File: config.mk
export PLATFORM = sky130hd
export DESIGN_NAME = matmul_req_arbiter
export DESIGN_NICKNAME = d
export VERILOG_FILES = /design/src/rtl/matmul_req_arbiter.sv
export SDC_FILE = /design/constraint.sdc
export NUM_CORES = 1
export LEC_CHECK = 0
export ABC_AREA = 0
export CAP_MARGIN = 20
export CORE_UTILIZATION = 35
export CTS_CLUSTER_DIAMETER = 60
export DETAILED_ROUTE_END_ITERATION = 8
export MAX_ROUTING_LAYER = met4
export PLACE_DENSITY = 0.73
export SETUP_SLACK_MARGIN = 0.4
export SLEW_MARGIN = 25
export SYNTH_ARGS = -nofsm -noshare
export SYNTH_HDL_FRONTEND = slang
export SYNTH_SLANG_ARGS = --single-unit
File: constraint.sdc
create_clock -name clk -period 3.1 [get_ports clk]
set_input_delay 0.465 -clock clk [delete_from_list [all_inputs] [get_ports clk]]
set_output_delay 0.465 -clock clk [all_outputs]
set_load 0.02 [all_outputs]
File: src/rtl/matmul_req_arbiter.sv
// matmul_req_arbiter
//   Shares one 3x3 constant-matrix multiply engine between NREQ requesters.
//   A granted requester's vector {x2,x1,x0} is captured, streamed serially into
//   the engine, and the three serial results y0,y1,y2 are forwarded back to the
//   requester side, tagged with the owner id. One transaction in flight at a time.
//
//   Build option: define MATMUL_ARB_FIXED_PRI_EN for fixed priority (lowest
//   asserted index wins). Left undefined, arbitration is round-robin.
//
// Ports
//   clk          clock, everything on posedge
//   rst          asynchronous active-low reset
//   req_valid    per-requester request
//   req_data     slice i = {x2,x1,x0} of requester i
//   req_ready    one-hot pulse: slice i captured this cycle
//   eng_in_en    engine input strobe
//   eng_datain   engine input element
//   eng_valid    engine output strobe
//   eng_multout  engine output element
//   res_valid    res_data valid this cycle
//   res_id       owner of res_data
//   res_data     result element (y0, y1, y2 in order)
//   res_last     marks y2
//   busy         high outside IDLE
//   err_timeout  one-cycle pulse on watchdog abort
module matmul_req_arbiter #(
    parameter int NREQ    = 2,
    parameter int DW      = 4,
    parameter int OW      = 10,
    parameter int TIMEOUT = 15
) (
    input  logic                   clk,
    input  logic                   rst,
    input  logic [NREQ-1:0]        req_valid,
    input  logic [NREQ*3*DW-1:0]   req_data,
    output logic [NREQ-1:0]        req_ready,
    output logic                   eng_in_en,
    output logic [DW-1:0]          eng_datain,
    input  logic                   eng_valid,
    input  logic [OW-1:0]          eng_multout,
    output logic                   res_valid,
    output logic [1:0]             res_id,
    output logic [OW-1:0]          res_data,
    output logic                   res_last,
    output logic                   busy,
    output logic                   err_timeout
);

    typedef enum logic [1:0] {IDLE, FEED, WAIT, COLLECT} state_t;

    localparam logic [7:0] TO_L = 8'(TIMEOUT);

    state_t          state, state_nxt;
    logic [1:0]      win_id;
    logic            win_found;
    logic            grant;
    logic            timeout_hit;
    logic [3*DW-1:0] sel_vec;
    logic [1:0]      id_q;
    logic [DW-1:0]   x0_q, x1_q, x2_q;
    logic [1:0]      feed_cnt;
    logic [1:0]      word_cnt;
    logic [7:0]      wd_cnt;

`ifdef MATMUL_ARB_FIXED_PRI_EN
    // Lowest asserted index wins: scan downward so the last hit is the lowest.
    always_comb begin
        win_found = 1'b0;
        win_id    = 2'd0;
        for (int i = NREQ - 1; i >= 0; i--) begin
            if (req_valid[i]) begin
                win_found = 1'b1;
                win_id    = 2'(i);
            end
        end
    end
`else
    localparam logic [1:0] LAST_ID = 2'(NREQ - 1);

    logic [1:0] ptr;
    logic       hi_found;
    logic [1:0] hi_id;
    logic [1:0] lo_id;

    // Round-robin: lowest requester at or above ptr, else wrap to the lowest overall.
    always_comb begin
        hi_found  = 1'b0;
        hi_id     = 2'd0;
        lo_id     = 2'd0;
        win_found = 1'b0;
        for (int i = NREQ - 1; i >= 0; i--) begin
            if (req_valid[i]) begin
                win_found = 1'b1;
                lo_id     = 2'(i);
                if (2'(i) >= ptr) begin
                    hi_found = 1'b1;
                    hi_id    = 2'(i);
                end
            end
        end
        win_id = hi_found ? hi_id : lo_id;
    end

    always_ff @(posedge clk or negedge rst) begin
        if (!rst) begin
            ptr <= 2'd0;
        end else if (grant) begin
            ptr <= (win_id == LAST_ID) ? 2'd0 : win_id + 2'd1;
        end
    end
`endif

    // rst is folded in so req_ready stays quiet while reset is held.
    assign grant       = (state == IDLE) && win_found && rst;
    assign timeout_hit = ((state == WAIT) || (state == COLLECT)) && (wd_cnt == TO_L);

    always_comb begin
        sel_vec = '0;
        for (int i = 0; i < NREQ; i++) begin
            if (win_id == 2'(i)) begin
                sel_vec = req_data[i*3*DW +: 3*DW];
            end
        end
    end

    always_comb begin
        req_ready = '0;
        for (int i = 0; i < NREQ; i++) begin
            req_ready[i] = grant && (win_id == 2'(i));
        end
    end

    // State register
    always_ff @(posedge clk or negedge rst) begin
        if (!rst) begin
            state <= IDLE;
        end else begin
            state <= state_nxt;
        end
    end

    // Next-state logic
    always_comb begin
        state_nxt = state;
        case (state)
            IDLE: begin
                if (grant) begin
                    state_nxt = FEED;
                end
            end
            FEED: begin
                if (feed_cnt == 2'd2) begin
                    state_nxt = WAIT;
                end
            end
            WAIT: begin
                if (timeout_hit) begin
                    state_nxt = IDLE;
                end else if (eng_valid) begin
                    state_nxt = COLLECT;
                end
            end
            COLLECT: begin
                if (timeout_hit) begin
                    state_nxt = IDLE;
                end else if (eng_valid && (word_cnt == 2'd2)) begin
                    state_nxt = IDLE;
                end
            end
            default: state_nxt = IDLE;
        endcase
    end

    // Control counters and owner id
    always_ff @(posedge clk or negedge rst) begin
        if (!rst) begin
            feed_cnt <= 2'd0;
            word_cnt <= 2'd0;
            wd_cnt   <= 8'd0;
            id_q     <= 2'd0;
        end else begin
            case (state)
                IDLE: begin
                    feed_cnt <= 2'd0;
                    if (grant) begin
                        id_q <= win_id;
                    end
                end
                FEED: begin
                    feed_cnt <= feed_cnt + 2'd1;
                    // Watchdog and word count start fresh on WAIT entry.
                    if (feed_cnt == 2'd2) begin
                        wd_cnt   <= 8'd0;
                        word_cnt <= 2'd0;
                    end
                end
                WAIT, COLLECT: begin
                    wd_cnt <= wd_cnt + 8'd1;
                    if (eng_valid && !timeout_hit) begin
                        word_cnt <= word_cnt + 2'd1;
                    end
                end
                default: ;
            endcase
        end
    end

    // Captured vector; only read while in FEED, so it needs no reset.
    always_ff @(posedge clk) begin
        if (grant) begin
            x0_q <= sel_vec[DW-1:0];
            x1_q <= sel_vec[2*DW-1:DW];
            x2_q <= sel_vec[3*DW-1:2*DW];
        end
    end

    // Output logic
    always_comb begin
        eng_in_en   = (state == FEED);
        eng_datain  = '0;
        if (state == FEED) begin
            case (feed_cnt)
                2'd0:    eng_datain = x0_q;
                2'd1:    eng_datain = x1_q;
                default: eng_datain = x2_q;
            endcase
        end
        // Abort takes precedence over a word arriving in the same cycle.
        res_valid   = ((state == WAIT) || (state == COLLECT)) && eng_valid && !timeout_hit;
        res_data    = res_valid ? eng_multout : '0;
        res_id      = res_valid ? id_q : 2'd0;
        res_last    = res_valid && (state == COLLECT) && (word_cnt == 2'd2);
        busy        = (state != IDLE);
        err_timeout = timeout_hit;
    end

endmodule
==> flow_metrics.tcl, run 1 <==
set metrics [dict create \
    run_status "finished, final reports clean" \
    postLayoutCoreUtil_pct 57.53 \
    power.sequential.fraction_pct 34.7 \
    path_class "flop to output pin" \
    setup_violations 0 \
    die_width_um 68.02 \
    design.die.area_sq_um 4626 \
    max_freq_ghz 0.3895 \
    cp_slowest_cell "sky130_fd_sc_hd__clkdlybuf4s50_1" \
    placed_cell_area_sq_um 2200 \
    synthToLayoutAreaGrowth_pct 54.14 \
    worst-endpoint-required_ns 2.63 \
    finClkSkew_ns 0.002069 \
    netlist-cell-type-count 31 \
    ios 62 \
    pwr-share-comb_pct 48.3 \
    drc 0 \
    grt_first_pass_wirelength_um 5347 \
    switching_power_share_of_the_total_pct 36.48 \
    root_buffer "sky130_fd_sc_hd__clkbuf_8" \
    total_leakage_power_nw 1.159 \
    yosys_warnings 0 \
    avgViaCountPerCell 4.838 \
    hold_path_startpoint "id_q[0]" \
    critical_path.cell_chain "or4_4 -> nor3_1 -> clkdlybuf4s50_1" \
    relSlewSlack_pct 59.56 \
    cp_num_buf_inv 1 \
    async_set_or_reset_flop_fraction_in_the_synthesized_netlist_pct 57.14 \
    critPathCaptureType "output pin" \
    period_minus_slack_ns 2.568 \
    num_antenna_cells 0 \
    regToRegStartpoint "wd_cnt[0]" \
    floorplan.core_area_sq_um 4086 \
    placement_rows 23 \
    worst-path-max-fanout 6 \
    finish.instance_area_sq_um 2351 \
    final_net_count 261 \
    ctsHoldBuffers 0 \
    initial_antenna_violation_count 0 \
    die_height_um 68.02 \
    synth.net_count 191 \
    clock-sinks 28 \
    detail-route-antenna-nets 0 \
    switchingPower_mw 0.6186 \
    final_cell_mix "sky130_fd_sc_hd__clkdlybuf4s50_1 (46), sky130_fd_sc_hd__nand2_1 (17), sky130_fd_sc_hd__dfrtp_1 (15)" \
    grt_start_max_net_pins 17 \
    route.detailed.wl_per_inst_um 12.78 \
    drive_above_1_share_pct 15.28 \
    critPathLaunchType "flop" \
    htree_num_levels 1 \
    transition_time_of_the_tightest_slew_check_pin_ns 0.6066 \
    grt_pass1_vias 1149 \
    synth_seq_cells 28 \
    global_route.overflow_total 0 \
    maxSlewViolCount 0 \
    syn_avg_cell_area_sq_um 10.38 \
    worstHoldPathType "flop to flop" \
    grt_setup_unrepaired "no" \
    fin_crit_sh_pct 82.83 \
    max-vdd-ir-drop_uv 363.5 \
    critical-path-top-delay-family "simple AND/OR/NAND/NOR gates" \
    post_syn_area_sq_um 1525 \
    post_synth_inst_count 147 \
    initial_utilization_pct 37.32 \
    cts_tree "done" \
    ys_seq_area_share_pct 49.88 \
    crit_path_start "wd_cnt[5]" \
    cts-buffers-inserted 3 \
    most_common_library_cell_in_the_layout_ignoring_fill_and_taps "sky130_fd_sc_hd__clkdlybuf4s50_1" \
    detail_route.iter0.violations 63 \
    clk_pin_slew_worst_paths_ns 0.09 \
    synth-edff-count 12 \
    grt_use_total_pct 16.16 \
    critical_path_arrival_ns 2.10 \
    cp_slowest_stage_delay_ns 0.63 \
    cts_buffer_depth 2 \
    port-buffer-count 60 \
    internal-power_mw 1.077 \
    finalWeightedCongestion 0.7996 \
    detail_route.wirelength_um 3399 \
    pwr_density_cell_nw_per_um2 721.4 \
    maxCapViolCount 0 \
    final.setup.tns_ns 0 \
    post_detailed_placement_half_perimeter_wirelength_um 2586 \
    dr_total_vias 1287 \
    clkPwrFrac_pct 17.0 \
    synth_ff_type "sky130_fd_sc_hd__dfrtp_1" \
    drtPass1Iterations 4 \
    timing.final.hold_violations 0 \
    clock_latency_on_the_worst_skew_pair_ns 0.28 \
]
==> cells in the mapped netlist (all sizes together), types with 2 or more instances <==
master / instances / share of area, %
a22o: 2 / 1.1
xnor2: 5 / 2.9
ha: 5 / 4.1
nand3: 4 / 1.3
dfrtp: 16 / 26
or2: 2 / 0.82
o21ai: 13 / 4.5
mux2: 12 / 8.9
nor3: 2 / 0.66
nor2: 8 / 2.0
a22oi: 4 / 2.0
a21oi: 9 / 3.2
edfxtp: 12 / 24
xor2: 2 / 1.1
buf: 4 / 1.5
inv: 9 / 2.2
and2: 12 / 4.9
nand2: 17 / 4.2
==> path summary, 6_finish.rpt <==
path | endpoint | slack, ns | cells past startpoint
worst min register to register | id_q[0] | 0.49 | 1
min in group asynchronous | wd_cnt[6] | 0.60 | 2
max in group asynchronous | state[1] | 2.30 | 2
worst max-delay path | err_timeout | 0.53 | 3
worst min-delay path | id_q[0] | 0.49 | 1
worst max register to register | word_cnt[1] | 1.47 | 6
==> area by class of cell <==
cell class,count,area (sq um)
Multi-Input combinational cell,105,706.9
Sequential cell,28,762.0
Timing Repair Buffer,70,710.7
Clock buffer,3,41.29
Clock inverter,1,30.03
Inverter,9,37.54
Fill cell,360,1735
Tap cell,50,62.56
==> routing by layer <==
layer	global-route usage, %	vias up	wire, um
li1	-	647	-
met1	20.65	593	1518
met2	25.37	42	1583
met3	3.333	5	253
met4	5.469	0	43
met5	-	-	0
==> per-stage QoR <==
step	hold slack, ns	worst slack, ns	std cells	power, mW
finish	0.4908	0.5324	266	1.696
global route	0.5226	0.4012	266	1.821
CTS	0.5008	0.4139	261	1.660
detailed placement	0.4787	0.4579	257	1.371
global placement	0.4698	0.4477	257	1.356
floorplan	0.1694	0.9694	147	1.061
==> power by group through the flow <==
stage / Combinational, mW / Clock, mW / Sequential, mW
after floorplan: 0.504 / 0 / 0.557
after global placement: 0.769 / 0 / 0.586
final: 0.820 / 0.288 / 0.589
after global routing: 0.910 / 0.304 / 0.607
after detailed placement: 0.781 / 0 / 0.590
after CTS: 0.785 / 0.293 / 0.583
==> registers in the layout, indices dropped and copies added, names as in the netlist <==
name      flops
word_cnt      2
x1_q          4
x2_q          4
x0_q          4
id_q          1
wd_cnt        8
state         2
ptr           1
feed_cnt      2
==> what timing repair did <==
action	4_1_cts	5_1_grt
endpoints found under the setup margin	0	18
buffers inserted	0	5
gates resized for setup	0	17
==> cells by family (layout without fill, tap and decap cells) <==
kind of cell,count (synthesis),in the layout,synth area share [%]
buffers and inverters,14,83,3.937
adder cells (fa/ha/maj),5,5,4.102
flip-flops,28,28,49.88
other,1,1,0.2459
AO/OA/AOI/OAI,32,32,13.13
XOR/XNOR,7,7,4.020
multiplexers,12,12,8.860
AND/OR/NAND/NOR,48,48,15.83
No activity file was read; power rests on OpenSTA's default activity.
==> run 2: changes to the inputs <==
==> constraint.sdc (replaced) <==
create_clock -name clk -period 2.56 [get_ports clk]
set_input_delay 0.384 -clock clk [delete_from_list [all_inputs] [get_ports clk]]
set_output_delay 0.384 -clock clk [all_outputs]
set_load 0.02 [all_outputs]
==> run 2 against run 1 <==
Against the previous run:
- sequential cell count is the same
- power is 23% higher
- die area unchanged
- global-route usage increased by 0.53 points
- critical path type unchanged
- critical endpoint is now res_last
- largest power group unchanged
==> flow_metrics.tcl, run 2 (same netlist as run 1, synthesis figures left out) <==
set metrics [dict create \
    run_status "finished, final reports clean" \
    critical-path-top-delay-family "simple AND/OR/NAND/NOR gates" \
    grt_busiest_layer "met2" \
    grt_pass1_vias 1266 \
    worst-path-max-fanout 6 \
    clock_latency_on_the_worst_skew_pair_ns 0.28 \
    drtPass1Iterations 4 \
    floorplan.core_area_sq_um 4086 \
    avgViaCountPerCell 4.922 \
    grt_use_met2_pct 27.33 \
    detail_route.iter0.violations 49 \
    total_leakage_power_nw 0.9790 \
    root_buffer "sky130_fd_sc_hd__clkbuf_8" \
    grt_setup_unrepaired "no" \
    grt_start_max_net_pins 17 \
    period_minus_slack_ns 2.081 \
    ios 62 \
    hold_slack_ns 0.4877 \
    maxSlewViolCount 0 \
    post_detailed_placement_half_perimeter_wirelength_um 2622 \
    cp_slowest_cell "sky130_fd_sc_hd__or4_4" \
    ctsHoldBuffers 0 \
    grt_first_pass_wirelength_um 5589 \
    maxCapViolCount 0 \
    die_height_um 68.02 \
    pwr_density_cell_nw_per_um2 903.7 \
    relSlewSlack_pct 54.34 \
    cp_num_buf_inv 1 \
    largest_register "wd_cnt" \
    transition_time_of_the_tightest_slew_check_pin_ns 0.6850 \
    initial_utilization_pct 37.32 \
    detail_route.wirelength_um 3642 \
    route.detailed.wl_per_inst_um 13.49 \
    largest_register_ff_count 8 \
    placement_rows 23 \
    grt_use_total_pct 16.69 \
    final_cell_mix "sky130_fd_sc_hd__clkdlybuf4s50_1 (39), sky130_fd_sc_hd__nand2_1 (17), sky130_fd_sc_hd__buf_4 (14)" \
    drc 0 \
    path_class "flop to output pin" \
    worst-endpoint-required_ns 2.18 \
    cts_buffer_depth 2 \
    finalWeightedCongestion 0.7961 \
    critPathLaunchType "flop" \
    design.die.area_sq_um 4626 \
    clock-sinks 28 \
    initial_antenna_violation_count 0 \
    die_width_um 68.02 \
    cp_slowest_stage_delay_ns 0.56 \
    fin_crit_sh_pct 81.28 \
    max_freq_ghz 0.4806 \
    placed_cells_incl_taps 260 \
    port-buffer-count 60 \
    dr_total_vias 1329 \
    critical_path_arrival_ns 1.70 \
    most_common_library_cell_in_the_layout_ignoring_fill_and_taps "sky130_fd_sc_hd__clkdlybuf4s50_1" \
    clk_pin_slew_worst_paths_ns 0.09 \
    num_antenna_cells 0 \
    detail-route-antenna-nets 0 \
    htree_num_levels 1 \
    finClkSkew_ns 0.003287 \
    cts_tree "done" \
    final.setup.tns_ns 0 \
    finish.cell_count_without_fillers 270 \
    worstHoldPathType "flop to flop" \
    synthToLayoutAreaGrowth_pct 51.52 \
    cts-buffers-inserted 3 \
    use_met3_pct 1.833 \
    met1_usage_pct 21.13 \
    critPathCaptureType "output pin" \
    max-vdd-ir-drop_uv 366.5 \
    setup_violations 0 \
    drive_above_1_share_pct 27.73 \
    timing.final.hold_violations 0 \
    global_route.overflow_total 0 \
    final_net_count 265 \
    critical_path.cell_chain "or4_4 -> o21ai_2 -> nor2_1 -> buf_2" \
]
[run 2: final timing paths]
check | end | cells after the start | slack (ns) | from
max | res_last | 4 | 0.48 | wd_cnt[5]
min | id_q[0] | 1 | 0.49 | id_q[0]
max reg2reg | wd_cnt[4] | 5 | 0.92 | feed_cnt[0]
min reg2reg | id_q[0] | 1 | 0.49 | id_q[0]
max in group asynchronous | state[0] | 2 | 1.85 | rst
min in group asynchronous | feed_cnt[1] | 2 | 0.51 | rst
[run 2: final cells by class]
class	instances	area, sq um
inverter	9	33.78
clock inverter	1	30.03
timing repair buffer	74	641.9
clock buffer	3	41.29
fill	364	1775
sequential	28	765.7
tap	50	62.56
multi-input combinational	105	735.7
[run 2: report_power, final]
part	leakage [nW]	internal (mW)	total [mW]	switching [mW]
logic	0.636	0.493	1.04	0.544
registers	0.307	0.604	0.702	0.0988
clock network	0.0357	0.209	0.349	0.139
[run 2: routing by layer]
| metal | part of all wire [%] | vias up |
|---|---|---|
| li1 | - | 658 |
| met2 | 48 | 46 |
| met3 | 5.9 | 7 |
| met4 | 2.0 | 0 |
| met1 | 44 | 618 |
| met5 | 0 | - |
[run 2: metrics by stage]
stage | worst slack (ns) | area (sq um) | utilization [%] | power (mW)
3_3_place_gp | 0.08349 | 2222 | 54.38 | 1.656
3_5_place_dp | 0.09905 | 2222 | 54.38 | 1.678
5_1_grt | 0.4008 | 2311 | 56.55 | 2.225
2_1_floorplan | 0.5104 | 1525 | - | 1.285
6_report | 0.4792 | 2311 | 56.55 | 2.088
4_1_cts | 0.4009 | 2281 | 55.82 | 2.023
[run 2: what timing repair did]
action                     in CTS  in global routing
setup buffers                   1                  5
resized for setup              77                 11
gates cloned                    0                  0
pin swaps                       1                  1
setup endpoints to repair      21                 19
==> run 3: changes to the inputs <==
==> constraint.sdc (replaced) <==
create_clock -name clk -period 2 [get_ports clk]
set_input_delay 0.3 -clock clk [delete_from_list [all_inputs] [get_ports clk]]
set_output_delay 0.3 -clock clk [all_outputs]
set_load 0.02 [all_outputs]
==> run 3 against run 2 <==
Against the previous run:
- sequential cell count unchanged
- hold slack got worse by 0.29 ns
- routed wire length increased by 10%
==> flow_metrics.tcl, run 3 (same netlist as run 1, synthesis figures left out) <==
set metrics [dict create \
    overall_power_of_the_completed_layout_mw 3.274 \
    grt_pass1_vias 1389 \
    detail_route.wirelength_um 4008 \
    detail_route.wirelength.met1_um 1564 \
    port-buffer-count 60 \
    clk_pin_slew_worst_paths_ns 0.09 \
    maxSlewViolCount 0 \
    floorplan.core_area_sq_um 4086 \
    clock-sinks 28 \
    setup_slack_ns 0.04153 \
    largest_register_ff_count 8 \
    worst-path-max-fanout 3 \
    path_class "flop to output pin" \
    internal-power_mw 2.076 \
    route.detailed.wl_per_inst_um 13.63 \
    regToRegStartpoint "feed_cnt[0]" \
    preCtsSetupSlack_ns -0.3906 \
    clock_latency_on_the_worst_skew_pair_ns 0.28 \
    routed.top_layer "met4" \
    worst-r2r-cell-count 11 \
    most_common_library_cell_in_the_layout_ignoring_fill_and_taps "sky130_fd_sc_hd__clkdlybuf4s50_1" \
    grt_start_max_net_pins 17 \
    total_leakage_power_nw 1.162 \
    placement_rows 23 \
    cts_buffer_depth 2 \
    worstHoldPathType "input port to asynchronous set/reset pin" \
    ctsHoldBuffers 0 \
    dr_total_vias 1410 \
    avgViaCountPerCell 4.796 \
    pwr-share-comb_pct 59.5 \
    grt_first_pass_wirelength_um 6299 \
    die_width_um 68.02 \
    critPathCaptureType "output pin" \
    crit_path_start "wd_cnt[4]" \
    detail-route-antenna-nets 0 \
    cts_tree "done" \
    drtPass1Iterations 4 \
    cts-buffers-inserted 3 \
    grt_setup_unrepaired "yes" \
    switching_power_share_of_the_total_pct 36.60 \
    design.die.area_sq_um 4626 \
    fin_crit_sh_pct 97.92 \
    run_status "finished, final reports clean" \
    pwr_density_cell_nw_per_um2 1193 \
    timing.final.hold_violations 0 \
    maxCapViolCount 0 \
    power.sequential.fraction_pct 26.6 \
    setup_violations 0 \
    final.setup.tns_ns 0 \
    detail_route.iter0.violations 39 \
    placed_cell_area_sq_um 2445 \
    global_route.overflow_total 0 \
    switchingPower_mw 1.198 \
    finClkSkew_ns 0.002664 \
    critPathLaunchType "flop" \
    final_cell_mix "sky130_fd_sc_hd__clkdlybuf4s50_1 (37), sky130_fd_sc_hd__buf_4 (32), sky130_fd_sc_hd__buf_6 (24)" \
    num_antenna_cells 0 \
    finalWeightedCongestion 0.7884 \
    critical_path_arrival_ns 1.66 \
    finish.instance_area_sq_um 2745 \
    synthToLayoutAreaGrowth_pct 79.98 \
    period_minus_slack_ns 1.958 \
    root_buffer "sky130_fd_sc_hd__clkbuf_8" \
    clkPwrFrac_pct 13.9 \
    ios 62 \
    hold_slack_ns 0.1982 \
    die_height_um 68.02 \
    initial_antenna_violation_count 0 \
    worst-endpoint-required_ns 1.70 \
    largest_register "wd_cnt" \
    drive_above_1_share_pct 48.77 \
    wl_met2_um 2092 \
    max-vdd-ir-drop_uv 625.4 \
    htree_num_levels 1 \
    grt_use_total_pct 19.52 \
    post_detailed_placement_half_perimeter_wirelength_um 2869 \
    drc 0 \
    max_freq_ghz 0.5106 \
    final_net_count 289 \
    initial_utilization_pct 37.32 \
    met3_wirelength_um 232 \
]
run 3: cell count changes in the layout (fill, tap and decap cells not counted), moves of 4 or more:
cell	change
sky130_fd_sc_hd__a21oi_1	-4
sky130_fd_sc_hd__a21oi_2	+4
sky130_fd_sc_hd__a22oi_1	-4
sky130_fd_sc_hd__a22oi_2	+4
sky130_fd_sc_hd__and2_1	-12
sky130_fd_sc_hd__and2_4	+12
sky130_fd_sc_hd__buf_2	-9
sky130_fd_sc_hd__buf_4	+18
sky130_fd_sc_hd__buf_6	+23
sky130_fd_sc_hd__clkdlybuf4s15_2	-5
run 3: worst max-delay path, cell delays in order, from the launching register on:
cell and delay [ns]:
sky130_fd_sc_hd__dfrtp_1 0.43, sky130_fd_sc_hd__or4_4 0.59, sky130_fd_sc_hd__o21ai_4 0.17, sky130_fd_sc_hd__nor2_2 0.06, sky130_fd_sc_hd__buf_6 0.13
run 3: routing by layer:
metal / vias up / global-route usage (%)
li1: 710 / -
met1: 642 / 21.22
met2: 45 / 32.60
met3: 13 / 5.667
met4: 0 / 9.115
met5: - / -
run 3: final timing paths:
kind,endpoint,slack [ns]
worst max-delay path,res_last,0.04
worst min-delay path,wd_cnt[7],0.20
worst max register to register,wd_cnt[6],0.24
worst min register to register,id_q[0],0.49
max in group asynchronous,feed_cnt[0],1.60
min in group clk,id_q[0],0.49
run 3: layout make-up:
| cell class | instances | area [sq um] |
|---|---|---|
| clock buffers | 3 | 41.29 |
| multi-input cells | 105 | 878.3 |
| inverters | 9 | 36.28 |
| flip-flops and latches | 28 | 762.0 |
| well taps | 50 | 62.56 |
| repair buffers | 98 | 934.6 |
| fillers | 306 | 1341 |
| clock inverters | 1 | 30.03 |
run 3: power groups by stage:
| stage | combinational, mW | clock [mW] | sequential (mW) |
|---|---|---|---|
| finish | 1.95 | 0.455 | 0.870 |
| global route | 2.13 | 0.483 | 0.887 |
| CTS | 1.76 | 0.470 | 0.864 |
| detailed placement | 1.58 | 0 | 0.866 |
| global placement | 1.55 | 0 | 0.861 |
| floorplan | 0.843 | 0 | 0.867 |
run 3: timing repair:
item                       4_1_cts  5_1_grt
setup endpoints to repair       36       32
resized for setup              130       36
gates cloned                     0        0
setup buffers                    7        3
pin swaps                       11       10
run 3: through the flow:
step / cells / util (%)
final: 294 / 67.18
after global routing: 294 / 67.18
after CTS: 291 / 63.69
after detailed placement: 280 / 59.83
after global placement: 280 / 59.83
after floorplan: 147 / -
